==> config.mk <==
export PLATFORM = sky130hd
export DESIGN_NAME = pipe_ctrl
export DESIGN_NICKNAME = d
export VERILOG_FILES = /design/src/rtl/pipe_ctrl.sv
export SDC_FILE = /design/constraint.sdc
export NUM_CORES = 1
export LEC_CHECK = 0
export ABC_CLOCK_PERIOD_IN_PS = 2450
export CORE_ASPECT_RATIO = 1.4
export CORE_UTILIZATION = 36
export DETAILED_ROUTE_END_ITERATION = 10
export DONT_BUFFER_PORTS = 1
export GPL_TIMING_DRIVEN = 0
export SYNTH_ARGS = -nofsm -noshare
export SYNTH_HDL_FRONTEND = slang
export SYNTH_SLANG_ARGS = --single-unit
export TNS_END_PERCENT = 50
==> constraint.sdc <==
create_clock -name CLK -period 2.45 [get_ports CLK]
set_clock_uncertainty 0.1 [all_clocks]
set_input_delay 0 -clock CLK [delete_from_list [all_inputs] [get_ports CLK]]
set_output_delay 0 -clock CLK [all_outputs]
set_load 0.02 [all_outputs]
==> src/rtl/pipe_ctrl.sv <==
// pipe_ctrl: central sequencer for the 5-stage MIPS pipeline.
// Produces PC enable plus write-enable/flush for every pipeline latch from
// cache handshakes and hazard indicators, runs the halt-drain FSM and keeps
// a saturating count of stalled cycles.
module pipe_ctrl #(
  parameter int CNT_W = 32,
  parameter bit LU_EN = 1'b1
) (
  input  logic             CLK,
  input  logic             nRST,
  input  logic             ihit,
  input  logic             dhit,
  input  logic             dmemREN,
  input  logic             dmemWEN,
  input  logic             idex_MemToReg,
  input  logic [4:0]       idex_writeReg,
  input  logic [4:0]       ifid_rs,
  input  logic [4:0]       ifid_rt,
  input  logic             branch_taken,
  input  logic             jump_id,
  input  logic             halt_mem,
  output logic             pc_en,
  output logic             ifid_en,
  output logic             idex_en,
  output logic             exmem_en,
  output logic             memwb_en,
  output logic             ifid_flush,
  output logic             idex_flush,
  output logic             exmem_flush,
  output logic             memwb_flush,
  output logic             halt_out,
  output logic [1:0]       state,
  output logic [CNT_W-1:0] stall_cnt
);

  localparam logic [1:0] RUN    = 2'd0;
  localparam logic [1:0] DWAIT  = 2'd1;
  localparam logic [1:0] DRAIN  = 2'd2;
  localparam logic [1:0] HALTED = 2'd3;

  logic [1:0] state_next;
  logic       dreq;
  logic       dstall;
  logic       luse;
  logic       mem_hold;

  // Saturating increment: the counter sticks at all-ones instead of wrapping.
  function automatic logic [CNT_W-1:0] sat_inc(input logic [CNT_W-1:0] v);
    if (v == {CNT_W{1'b1}})
      return v;
    return v + {{(CNT_W-1){1'b0}}, 1'b1};
  endfunction

  // Hazard decode shared by the next-state and output logic.
  always_comb begin
    dreq   = dmemREN | dmemWEN;
    dstall = dreq & ~dhit;
    luse   = LU_EN && idex_MemToReg && (idex_writeReg != 5'd0) &&
             ((idex_writeReg == ifid_rs) || (idex_writeReg == ifid_rt));
    // In RUN a miss starts the data stall; in DWAIT we keep holding until dhit.
    mem_hold = 1'b0;
    if (state == RUN)
      mem_hold = dstall;
    else if (state == DWAIT)
      mem_hold = ~dhit;
  end

  // State register with sticky halt flag.
  always_ff @(posedge CLK or negedge nRST) begin
    if (!nRST) begin
      state    <= RUN;
      halt_out <= 1'b0;
    end else begin
      state    <= state_next;
      halt_out <= halt_out | (state_next == HALTED);
    end
  end

  // Next-state logic for the run / data-wait / drain / halted sequence.
  always_comb begin
    state_next = state;
    case (state)
      RUN: begin
        if (dstall)
          state_next = DWAIT;
        else if (halt_mem)
          state_next = DRAIN;
      end
      DWAIT:   if (dhit) state_next = RUN;
      DRAIN:   state_next = HALTED;
      default: state_next = HALTED;
    endcase
  end

  // Latch enable/flush decode; RUN priorities also serve DWAIT on the hit cycle.
  always_comb begin
    pc_en       = 1'b1;
    ifid_en     = 1'b1;
    idex_en     = 1'b1;
    exmem_en    = 1'b1;
    memwb_en    = 1'b1;
    ifid_flush  = 1'b0;
    idex_flush  = 1'b0;
    exmem_flush = 1'b0;
    memwb_flush = 1'b0;
    case (state)
      RUN, DWAIT: begin
        if (mem_hold) begin
          // Freeze everything upstream of MEM; bubble into WB.
          pc_en       = 1'b0;
          ifid_en     = 1'b0;
          idex_en     = 1'b0;
          exmem_en    = 1'b0;
          memwb_flush = 1'b1;
        end else if (state == RUN && halt_mem) begin
          pc_en       = 1'b0;
          ifid_flush  = 1'b1;
          idex_flush  = 1'b1;
          exmem_flush = 1'b1;
        end else if (branch_taken) begin
          ifid_flush  = 1'b1;
          idex_flush  = 1'b1;
          exmem_flush = 1'b1;
        end else if (luse) begin
          // Hold the dependent instruction in ID, inject a bubble into EX.
          pc_en      = 1'b0;
          ifid_en    = 1'b0;
          idex_flush = 1'b1;
        end else if (jump_id) begin
          pc_en      = ihit;
          ifid_flush = 1'b1;
        end else if (!ihit) begin
          pc_en      = 1'b0;
          ifid_flush = 1'b1;
        end
      end
      DRAIN: begin
        // Let HALT retire into WB while squashing everything behind it.
        pc_en       = 1'b0;
        ifid_flush  = 1'b1;
        idex_flush  = 1'b1;
        exmem_flush = 1'b1;
      end
      default: begin
        pc_en    = 1'b0;
        ifid_en  = 1'b0;
        idex_en  = 1'b0;
        exmem_en = 1'b0;
        memwb_en = 1'b0;
      end
    endcase
    if (!nRST) begin
      pc_en       = 1'b0;
      ifid_en     = 1'b0;
      idex_en     = 1'b0;
      exmem_en    = 1'b0;
      memwb_en    = 1'b0;
      ifid_flush  = 1'b0;
      idex_flush  = 1'b0;
      exmem_flush = 1'b0;
      memwb_flush = 1'b0;
    end
  end

  // Stall-cycle performance counter, only live while the pipe is running.
  always_ff @(posedge CLK or negedge nRST) begin
    if (!nRST)
      stall_cnt <= '0;
    else if ((state == RUN || state == DWAIT) && !pc_en)
      stall_cnt <= sat_inc(stall_cnt);
  end

endmodule

==> results by group, run 1 <==
Drt
  – Wire per inst: 17.5 um
  – Post-route ant nets: 0
  – Post-DR vias/cell: 5.65
  – Via count: 1,600
  – DRT Wirelength: 4960 um
  – Number of iterations in the first detailed-routing pass: 4
  – Detailed router's first-iteration violation count: 53
  – DRC: 0

GRT
  – Met3 Use GR: 4.98%
  – GRT Overall Usage: 17.7%
  – Initial antenna violation count: 0
  – Largest net degree at the start of global routing: 36
  – Number of global-route vias before repair: 1,689
  – First-pass GRT wire length: 8030 um
  – GR Util met1: 18.8%
  – Met2 Track Usage GR: 31.1%
  – Most used routing layer: met2
  – Grt ovf: 0

Clock network
  – Max clock buf depth: 2
  – CTS Root Cell: clkbuf_8
  – Clock transition at the registers of the reported paths: 70 ps
  – H-tree levels: 2
  – CTS tree: yes
  – Num CTS Buffers: 5
  – CTS sink cnt: 35
  – Clk_lat worst skew: 290 ps

Worst setup path
  – R2R Setup Slk: 140 ps
  – CP Max Fanout: 7
  – Startpoint types: register
  – Required @ worst endpoint: 2560 ps
  – Crit path kind: register to register
  – Critical Path AT: 2420 ps
  – Crit end category: register

Job
  – MaxCap Viol Count: 0

Floorplan
  – Num ports: 69
  – Die Width: 66.1 um
  – Die Footprint: 0.00606 mm^2
  – Die H: 91.7 um
  – Initial core utilization: 37.5%
  – Row count: 32
  – Core area: 0.00553 mm^2

Yosys
  – Ys flop type: dfrtp_1
  – Syn_area_per_cell: 10.4 um^2
  – Post-synthesis net count: 226
  – Sequential cell area fraction in the yosys report: 42.3%
  – Yosys reg bits: 35
  – Gate Count Post-Synth: 200
  – Synthesis Warnings: 0
  – Post-Syn Area: 0.00207 mm^2
  – Unique masters post-synth: 43
  – Post-synth EDFFs: 0
  – Synth async-reset ratio: 100%

Worst hold path
  – Type of the worst min-delay path: primary input to register

Place
  – Dpl cell area: 0.00216 mm^2
  – RD Place Congestion: 0.760
  – Port Buffers: 0
  – Cell count after placement: 268
  – Placement Setup Slack: -107 ps
  – Post-DP HPWL: 3490 um

Timing
  – Pin slew with the least headroom to its limit: 666 ps
  – Final Critical Period: 2310 ps
  – Final Cycle Share: 94.3%
  – Final Hold Violating Endpoints: 0
  – Final setup viols: 0
  – RSZ-0062 raised after global routing: no
  – Max-slew violations: 0
  – Worst setup margin: 140 ps
  – Slew headroom: 55.3%
  – Fmax achieved: 433 MHz

Layout
  – Fin cells: 283
  – Share of layout cells above drive strength 1: 19.5%
  – Final Cell Area: 0.00235 mm^2
  – Most frequent cells in the layout: dfrtp_1 (33), xor2_1 (23), nand3_1 (17), nand4_1 (15), xnor2_1 (15)
  – Nets@finish: 241
  – N_diodes: 0
  – Most common cell after layout, fill and taps aside: dfrtp_1
  – Area Growth Syn to Fin: 13.6%

Pwr
  – Peak supply drop: 0.000417 V
  – Lkg Pwr: 1.06 nW
  – Power Dens Cells: 773 mW/mm^2

Run status
  – Status: finished, final reports clean
[cells by family (layout without fill, tap and decap cells)]
family,count (synthesis),after routing,share of synthesized area [%]
AO/OA/AOI/OAI,12,12,4.71
XOR/XNOR,38,38,16.1
adder cells (fa/ha/maj),1,1,0.604
buffers and inverters,10,25,2.78
flip-flops,35,35,42.3
multiplexers,3,3,1.81
AND/OR/NAND/NOR,101,101,31.7
[per-layer routing]
metal | wire length (um) | up-vias | share of wire [%]
met2 | 2620 | 55 | 53
met5 | 0 | - | 0
met4 | 119 | 0 | 2.4
met3 | 336 | 10 | 6.8
li1 | - | 749 | -
met1 | 1880 | 786 | 38
[critical path, cell delays in order, from the launching register on]
cell	delay [ps]
dfrtp_2	480
ha_1	240
and3_1	180
clkbuf_2	160
and3_4	200
nand3_2	140
nor3_4	70
buf_4	140
nor4_1	330
xor2_1	190
[state kept, by name, indices dropped and copies added, names as in the netlist]
| name | flops |
|---|---|
| stall_cnt | 32 |
| halt_out | 1 |
| state | 2 |
[per-stage QoR]
step | power (mW) | setup TNS, ps | hold slack [ps] | utilization [%]
after detailed placement | 1.36 | -684 | -395 | 39.0
final | 1.82 | 0 | 35.0 | 42.6
after global routing | 1.93 | 0 | 57.8 | 42.6
after floorplan | 1.24 | 0 | -396 | -
after global placement | 1.35 | -257 | -394 | 39.0
after CTS | 1.84 | 0 | 28.7 | 42.2
[worst paths after layout]
check | start | end | cells after the start
worst max-delay path | stall_cnt[0]$_DFFE_PN0P_ | stall_cnt[11]$_DFFE_PN0P_ | 9
worst max register to register | stall_cnt[0]$_DFFE_PN0P_ | stall_cnt[11]$_DFFE_PN0P_ | 9
min in group asynchronous | nRST | stall_cnt[31]$_DFFE_PN0P_ | 2
max in group asynchronous | nRST | stall_cnt[0]$_DFFE_PN0P_ | 2
worst min-delay path | branch_taken | stall_cnt[2]$_DFFE_PN0P_ | 4
worst min register to register | stall_cnt[0]$_DFFE_PN0P_ | stall_cnt[0]$_DFFE_PN0P_ | 1
[Yosys cell counts, types with 2 or more instances]
cell type	count	area share, %
and2_1	5	1.5
mux2_1	2	1.1
or3_1	2	0.60
and4_1	4	1.7
and3_1	6	1.8
a21oi_1	3	0.72
or2_2	2	0.60
nand2b_1	3	0.91
buf_4	2	0.72
inv_1	3	0.54
nor3_1	7	1.7
nor4_2	2	1.2
nor2_1	14	2.5
nor4_1	2	0.60
nand4_1	15	4.5
xnor2_1	15	6.3
nor3_2	9	4.4
nand3_1	17	4.1
xor2_1	23	9.7
dfrtp_1	35	42
nand2_1	5	0.91
buf_2	3	0.72
[what timing repair did]
action,in CTS,in global routing
endpoints found under the hold margin,37,0
endpoints found under the setup margin,10,17
hold buffers,7,0
buffers inserted,0,1
resized for setup,4,3
[power breakdown]
group	switching (mW)	total, mW	leakage (nW)	internal [mW]
Combinational	0.321	0.524	0.549	0.203
Clock	0.209	0.430	0.0470	0.221
Sequential	0.207	0.864	0.464	0.658
[area by class of cell]
| type | instances | area [um^2] |
|---|---|---|
| Buffer | 7 | 50.0 |
| Clock buffer | 6 | 82.6 |
| Clock inverter | 1 | 5.00 |
| Fill cell | 546 | 3170 |
| Inverter | 3 | 11.3 |
| Multi-Input combinational cell | 155 | 1150 |
| Sequential cell | 35 | 878 |
| Tap cell | 68 | 85.1 |
| Timing Repair Buffer | 8 | 87.6 |
Power figures use the tool's default switching activity.
==> run 2, diff against run 1 <==
Settings changed: HOLD_SLACK_MARGIN from default to 0.08.
==> results by group, run 2 (synthesized netlist as in run 1, its figures left out) <==
Run status
  – Status: finished, final reports clean (unchanged)

Worst setup path
  – R2R Setup Slk: 130 ps (was 140 ps)
  – Startpoint types: register (unchanged)
  – Required @ worst endpoint: 2560 ps (about the same)
  – Critical path's largest stage delay: 490 ps (was 480 ps)
  – R2R depth: 9 (unchanged)
  – Crit path buffers/inverters: 2 (unchanged)
  – Reg2reg start: stall_cnt[0]$_DFFE_PN0P_ (unchanged)
  – Critical Path AT: 2430 ps (was 2420 ps)
  – Crit path kind: register to register (unchanged)
  – CP max-delay cell: dfrtp_2 (unchanged)
  – Worst-path cell chain: ha_1 > and3_1 > clkbuf_2 > and3_4 > nand3_2 > nor3_4 > buf_4 > nor4_1 > xor2_1 (unchanged)
  – Kind of cell adding the most delay to the critical path: simple AND/OR/NAND/NOR gates (unchanged)
  – CP Max Fanout: 7 (unchanged)
  – Worst R2R End: stall_cnt[11]$_DFFE_PN0P_ (unchanged)
  – Crit end category: register (unchanged)

Timing
  – Fmax achieved: 431 MHz (was 433 MHz)
  – WHS: 82.1 ps (was 35.0 ps)
  – Slew headroom: 56.6% (was 55.3%)
  – Pin slew with the least headroom to its limit: 646 ps (was 666 ps)
  – Final setup viols: 0 (unchanged)
  – Max-slew violations: 0 (unchanged)
  – RSZ-0062 raised after global routing: no (unchanged)
  – Final Hold Violating Endpoints: 0 (unchanged)
  – Final Critical Period: 2320 ps (was 2310 ps)
  – Final Cycle Share: 94.6% (was 94.3%)

Clock network
  – Max clock buf depth: 2 (unchanged)
  – Clk_lat worst skew: 290 ps (about the same)
  – Clock transition at the registers of the reported paths: 70 ps (about the same)
  – H-tree levels: 2 (unchanged)
  – Num CTS Buffers: 5 (unchanged)
  – CTS tree: yes (unchanged)
  – CTS sink cnt: 35 (unchanged)
  – CTS Root Cell: clkbuf_8 (unchanged)

Pwr
  – Peak supply drop: 0.000417 V (about the same)
  – Power, Total: 1.82 mW (about the same)
  – Net Sw Frac: 40.5% (about the same)
  – P_int: 1.09 mW (was 1.08 mW)
  – Seq pwr share: 47.3% (was 47.5%)
  – Comb pwr share: 29.1% (was 28.8%)
  – Power Dens Cells: 766 mW/mm^2 (was 773 mW/mm^2)
  – Clock power share: 23.6% (about the same)
  – Sw power: 0.739 mW (was 0.737 mW)
  – Lkg Pwr: 1.07 nW (was 1.06 nW)

Floorplan
  – Die H: 91.7 um (unchanged)
  – Core area: 0.00553 mm^2 (unchanged)
  – Num ports: 69 (unchanged)
  – Die Footprint: 0.00606 mm^2 (unchanged)
  – Row count: 32 (unchanged)
  – Initial core utilization: 37.5% (unchanged)
  – Die Width: 66.1 um (unchanged)

GRT
  – Number of global-route vias before repair: 1,704 (was 1,689)
  – GRT Overall Usage: 17.8% (was 17.7%)
  – Grt ovf: 0 (unchanged)
  – Initial antenna violation count: 0 (unchanged)
  – Largest net degree at the start of global routing: 36 (unchanged)
  – First-pass GRT wire length: 8100 um (was 8030 um)

Layout
  – Register with the most flip-flops: stall_cnt (unchanged)
  – Nets@finish: 243 (was 241)
  – Most frequent cells in the layout: dfrtp_1 (33), xor2_1 (23), nand3_1 (17), nand4_1 (15), xnor2_1 (15) (unchanged)
  – Most common cell after layout, fill and taps aside: dfrtp_1 (unchanged)
  – Final Util: 43.1% (was 42.6%)
  – Max reg flops: 32 (unchanged)
  – Fin cells: 285 (was 283)
  – Fillcell total: 543 (was 546)
  – N_diodes: 0 (unchanged)
  – Final Cell Area: 0.00238 mm^2 (was 0.00235 mm^2)
  – Area Growth Syn to Fin: 15.0% (was 13.6%)
  – Largest registers: stall_cnt (32), state (2), halt_out (1) (unchanged)
  – Share of layout cells above drive strength 1: 19.8% (was 19.5%)

Drt
  – WL met3: 338 um (was 336 um)
  – Number of iterations in the first detailed-routing pass: 4 (unchanged)
  – Post-route ant nets: 0 (unchanged)
  – WL met2: 2590 um (was 2620 um)
  – DRT Wirelength: 5000 um (was 4960 um)
  – Highest Signal Layer: met4 (unchanged)
  – DRC: 0 (unchanged)
  – Via count: 1,620 (was 1,600)
  – Wire per inst: 17.5 um (about the same)
  – Met1 WL: 1950 um (was 1880 um)
  – Detailed router's first-iteration violation count: 38 (was 53)
  – Post-DR vias/cell: 5.68 (was 5.65)

Place
  – Post-DP HPWL: 3490 um (unchanged)
  – Cell count after placement: 268 (unchanged)
  – Port Buffers: 0 (unchanged)
  – RD Place Congestion: 0.760 (unchanged)
  – Dpl cell area: 0.00216 mm^2 (unchanged)

Worst hold path
  – Type of the worst min-delay path: primary input to output pin (was primary input to register)
  – Hold Path Depth: 1 (was 4)
  – Hold Path Origin: nRST (was branch_taken)
  – WHS Endpoint: memwb_en (was stall_cnt[2]$_DFFE_PN0P_)

Job
  – MaxCap Viol Count: 0 (unchanged)
[run 2: worst reg2reg max path: cells and delay by family, from the launching register on]
family | cells | cell delay, ps
and+or+nand+nor | 5 | 930
adders and majority gates | 1 | 240
xor gates and xnor gates | 1 | 190
DFF | 1 | 490
buffers and inverters | 2 | 310
[run 2: power groups by stage]
stage | registers [mW] | logic (mW) | clock network [mW]
floorplan | 0.839 | 0.398 | 0
global placement | 0.866 | 0.480 | 0
detailed placement | 0.869 | 0.490 | 0
CTS | 0.862 | 0.538 | 0.442
global route | 0.878 | 0.595 | 0.466
finish | 0.864 | 0.530 | 0.431
[run 2: how the worst max path moves through the flow]
stage                                   from                         to  slack (ps)  cells after the start
detailed placement  stall_cnt[0]$_DFFE_PN0P_   stall_cnt[3]$_DFFE_PN0P_        -110                      9
floorplan           stall_cnt[0]$_DFFE_PN0P_  stall_cnt[30]$_DFFE_PN0P_         290                      8
global placement    stall_cnt[0]$_DFFE_PN0P_   stall_cnt[3]$_DFFE_PN0P_         -50                      9
CTS                 stall_cnt[0]$_DFFE_PN0P_   stall_cnt[3]$_DFFE_PN0P_          40                      9
finish              stall_cnt[0]$_DFFE_PN0P_  stall_cnt[11]$_DFFE_PN0P_         130                      9
global route        stall_cnt[0]$_DFFE_PN0P_  stall_cnt[30]$_DFFE_PN0P_          20                      8
[run 2: layer usage]
metal  global-route usage, %  up-vias
met4                    8.51        0
met2                    31.4       56
li1                        -      755
met1                    19.1      799
met5                       0        -
met3                    4.85       10
[run 2: per-stage QoR]
step	TNS, ps	setup WS, ps
after floorplan	0	294
after global placement	-257	-51.8
after detailed placement	-684	-107
after CTS	0	36.6
after global routing	0	22.0
final	0	132
[run 2: what timing repair did]
| action | 4_1_cts | 5_1_grt |
|---|---|---|
| endpoints found under the setup margin | 10 | 17 |
| setup buffers | 0 | 1 |
| hold buffers | 9 | 0 |
| gates resized for setup | 4 | 3 |
| endpoints found under the hold margin | 42 | 0 |
[run 2: area by class of cell]
class                   instances  area (um^2)  share of cell area (%)
flip-flops and latches         35          878                    36.9
clock inverters                 1         5.00                   0.210
multi-input cells             155         1150                    48.4
clock buffers                   6         82.6                    3.47
inverters                       3         11.3                   0.473
well taps                      68         85.1                    3.57
plain buffers                   7         50.0                    2.10
repair buffers                 10          118                    4.94
==> run 3, diff against run 2 <==
Settings changed: CORE_ASPECT_RATIO 1.4 to 0.5, CORE_MARGIN from default to 5.
==> results by group, run 3 (synthesized netlist as in run 1, its figures left out) <==
Timing
  – Final Critical Period: 2330 ps (was 2320 ps)
  – Worst setup margin: 119 ps (was 132 ps)
  – Pin slew with the least headroom to its limit: 549 ps (was 646 ps)
  – TNS Setup: 0 ps (unchanged)
  – Final setup viols: 0 (unchanged)
  – Final Hold Violating Endpoints: 0 (unchanged)
  – Slew headroom: 63.4% (was 56.6%)
  – Fmax achieved: 429 MHz (was 431 MHz)
  – Final Cycle Share: 95.2% (was 94.6%)
  – RSZ-0062 raised after global routing: yes (was no)
  – Max-slew violations: 0 (unchanged)
  – WHS: 73.0 ps (was 82.1 ps)

Drt
  – Number of iterations in the first detailed-routing pass: 4 (unchanged)
  – Via count: 1,581 (was 1,620)
  – Detailed router's first-iteration violation count: 81 (was 38)
  – Post-DR vias/cell: 5.47 (was 5.68)
  – Wire per inst: 17.7 um (was 17.5 um)
  – DRT Wirelength: 5120 um (was 5000 um)
  – Post-route ant nets: 0 (unchanged)
  – DRC: 0 (unchanged)

GRT
  – GRT Overall Usage: 14.3% (was 17.8%)
  – First-pass GRT wire length: 8270 um (was 8100 um)
  – Largest net degree at the start of global routing: 36 (unchanged)
  – Number of global-route vias before repair: 1,595 (was 1,704)
  – Grt ovf: 0 (unchanged)
  – Initial antenna violation count: 0 (unchanged)

Job
  – MaxCap Viol Count: 0 (unchanged)

Pwr
  – P_int: 1.34 mW (was 1.09 mW)
  – Clock power share: 33.1% (was 23.6%)
  – Sw power: 0.756 mW (was 0.739 mW)
  – Net Sw Frac: 36.1% (was 40.5%)
  – Power Dens Cells: 857 mW/mm^2 (was 766 mW/mm^2)
  – Comb pwr share: 25.3% (was 29.1%)
  – Peak supply drop: 0.000412 V (was 0.000417 V)
  – Lkg Pwr: 1.10 nW (was 1.07 nW)
  – Seq pwr share: 41.6% (was 47.3%)

Floorplan
  – Die Width: 117 um (was 66.1 um)
  – Die H: 63.6 um (was 91.7 um)
  – Die Footprint: 0.00746 mm^2 (was 0.00606 mm^2)
  – Initial core utilization: 37.4% (was 37.5%)
  – Core area: 0.00554 mm^2 (was 0.00553 mm^2)
  – Row count: 19 (was 32)
  – Num ports: 69 (unchanged)

Clock network
  – Num CTS Buffers: 5 (unchanged)
  – Clk_lat worst skew: 280 ps (was 290 ps)
  – Clock transition at the registers of the reported paths: 50 ps (was 70 ps)
  – CTS sink cnt: 35 (unchanged)
  – CTS Root Cell: clkbuf_16 (was clkbuf_8)
  – CTS tree: yes (unchanged)
  – Max clock buf depth: 2 (unchanged)
  – H-tree levels: 2 (unchanged)

Worst setup path
  – Crit path kind: register to register (unchanged)
  – CP startpoint: stall_cnt[0]$_DFFE_PN0P_ (unchanged)
  – Worst-path cell chain: ha_1 > and3_1 > clkbuf_2 > and3_1 > nand3_2 > nor3_4 > buf_4 > nor4_1 > xor2_1 (was ha_1 > and3_1 > clkbuf_2 > and3_4 > nand3_2 > nor3_4 > buf_4 > nor4_1 > xor2_1)
  – Required @ worst endpoint: 2550 ps (was 2560 ps)
  – Most frequent cell on the critical path: and3_1
  – CP Max Fanout: 7 (unchanged)
  – Kind of cell adding the most delay to the critical path: simple AND/OR/NAND/NOR gates (unchanged)
  – CP max-delay cell: dfrtp_2 (unchanged)
  – Critical path's largest stage delay: 470 ps (was 490 ps)
  – Crit end category: register (unchanged)
  – Critical Path AT: 2430 ps (about the same)
  – Crit path buffers/inverters: 2 (unchanged)
  – Startpoint types: register (unchanged)
  – Reg2reg start: stall_cnt[0]$_DFFE_PN0P_ (unchanged)

Run status
  – Status: finished, final reports clean (unchanged)

Layout
  – Area Growth Syn to Fin: 18.1% (was 15.0%)
  – Most common cell after layout, fill and taps aside: dfrtp_1 (unchanged)
  – N_diodes: 0 (unchanged)
  – Max reg flops: 32 (unchanged)
  – Largest registers: stall_cnt (32), state (2), halt_out (1) (unchanged)
  – Most frequent cells in the layout: dfrtp_1 (33), xor2_1 (23), nand3_1 (17), nand4_1 (15), xnor2_1 (15) (unchanged)
  – Final Cell Area: 0.00244 mm^2 (was 0.00238 mm^2)
  – Share of layout cells above drive strength 1: 19.4% (was 19.8%)
  – Fillcell total: 520 (was 543)
  – Final Util: 44.1% (was 43.1%)
  – Register with the most flip-flops: stall_cnt (unchanged)
  – Nets@finish: 242 (was 243)

Place
  – Dpl cell area: 0.00216 mm^2 (about the same)
  – RD Place Congestion: 0.798 (was 0.760)
  – Placement Setup Slack: -51.0 ps (was -107 ps)
  – Post-DP HPWL: 3530 um (was 3490 um)
  – Port Buffers: 0 (unchanged)

Worst hold path
  – Type of the worst min-delay path: primary input to async pin (was primary input to output pin)
-- run 3: layout make-up --
class / count / area [um^2] / share of cell area [%]
clock buffers: 6 / 129 / 5.27
clock inverters: 1 / 30.0 / 1.23
well taps: 73 / 91.3 / 3.74
plain buffers: 7 / 50.0 / 2.05
repair buffers: 9 / 97.6 / 3.99
multi-input cells: 155 / 1160 / 47.3
inverters: 3 / 11.3 / 0.461
flip-flops and latches: 35 / 878 / 35.9
-- run 3: power by group through the flow --
stage	Combinational, mW	Sequential, mW	Clock [mW]
finish	0.531	0.871	0.693
global route	0.587	0.890	0.739
CTS	0.537	0.870	0.709
detailed placement	0.490	0.874	0
global placement	0.483	0.870	0
floorplan	0.398	0.839	0
-- run 3: worst paths after layout --
kind,end,slack (ps),cells after the start
setup / recovery,stall_cnt[11]$_DFFE_PN0P_,120,9
hold / removal,stall_cnt[4]$_DFFE_PN0P_,70,2
setup reg to reg,stall_cnt[11]$_DFFE_PN0P_,120,9
hold reg to reg,stall_cnt[0]$_DFFE_PN0P_,490,1
max in group asynchronous,stall_cnt[1]$_DFFE_PN0P_,1980,2
min in group CLK,memwb_en,80,1
-- run 3: timing repair --
action	4_1_cts	5_1_grt
endpoints found under the setup margin	10	11
hold buffers	8	0
setup buffers	0	1
resized for setup	3	5
endpoints found under the hold margin	41	0
-- run 3: metrics by stage --
step	total power [mW]	std cells
2_1_floorplan	1.24	200
3_3_place_gp	1.35	273
3_5_place_dp	1.36	273
4_1_cts	2.12	288
5_1_grt	2.22	289
6_report	2.09	289
-- run 3: metal layers --
layer | global-route usage [%] | routed length, um
met1 | 18.1 | 2220
met2 | 22.5 | 2340
met3 | 4.78 | 485
met4 | 5.44 | 74
met5 | 0 | 0
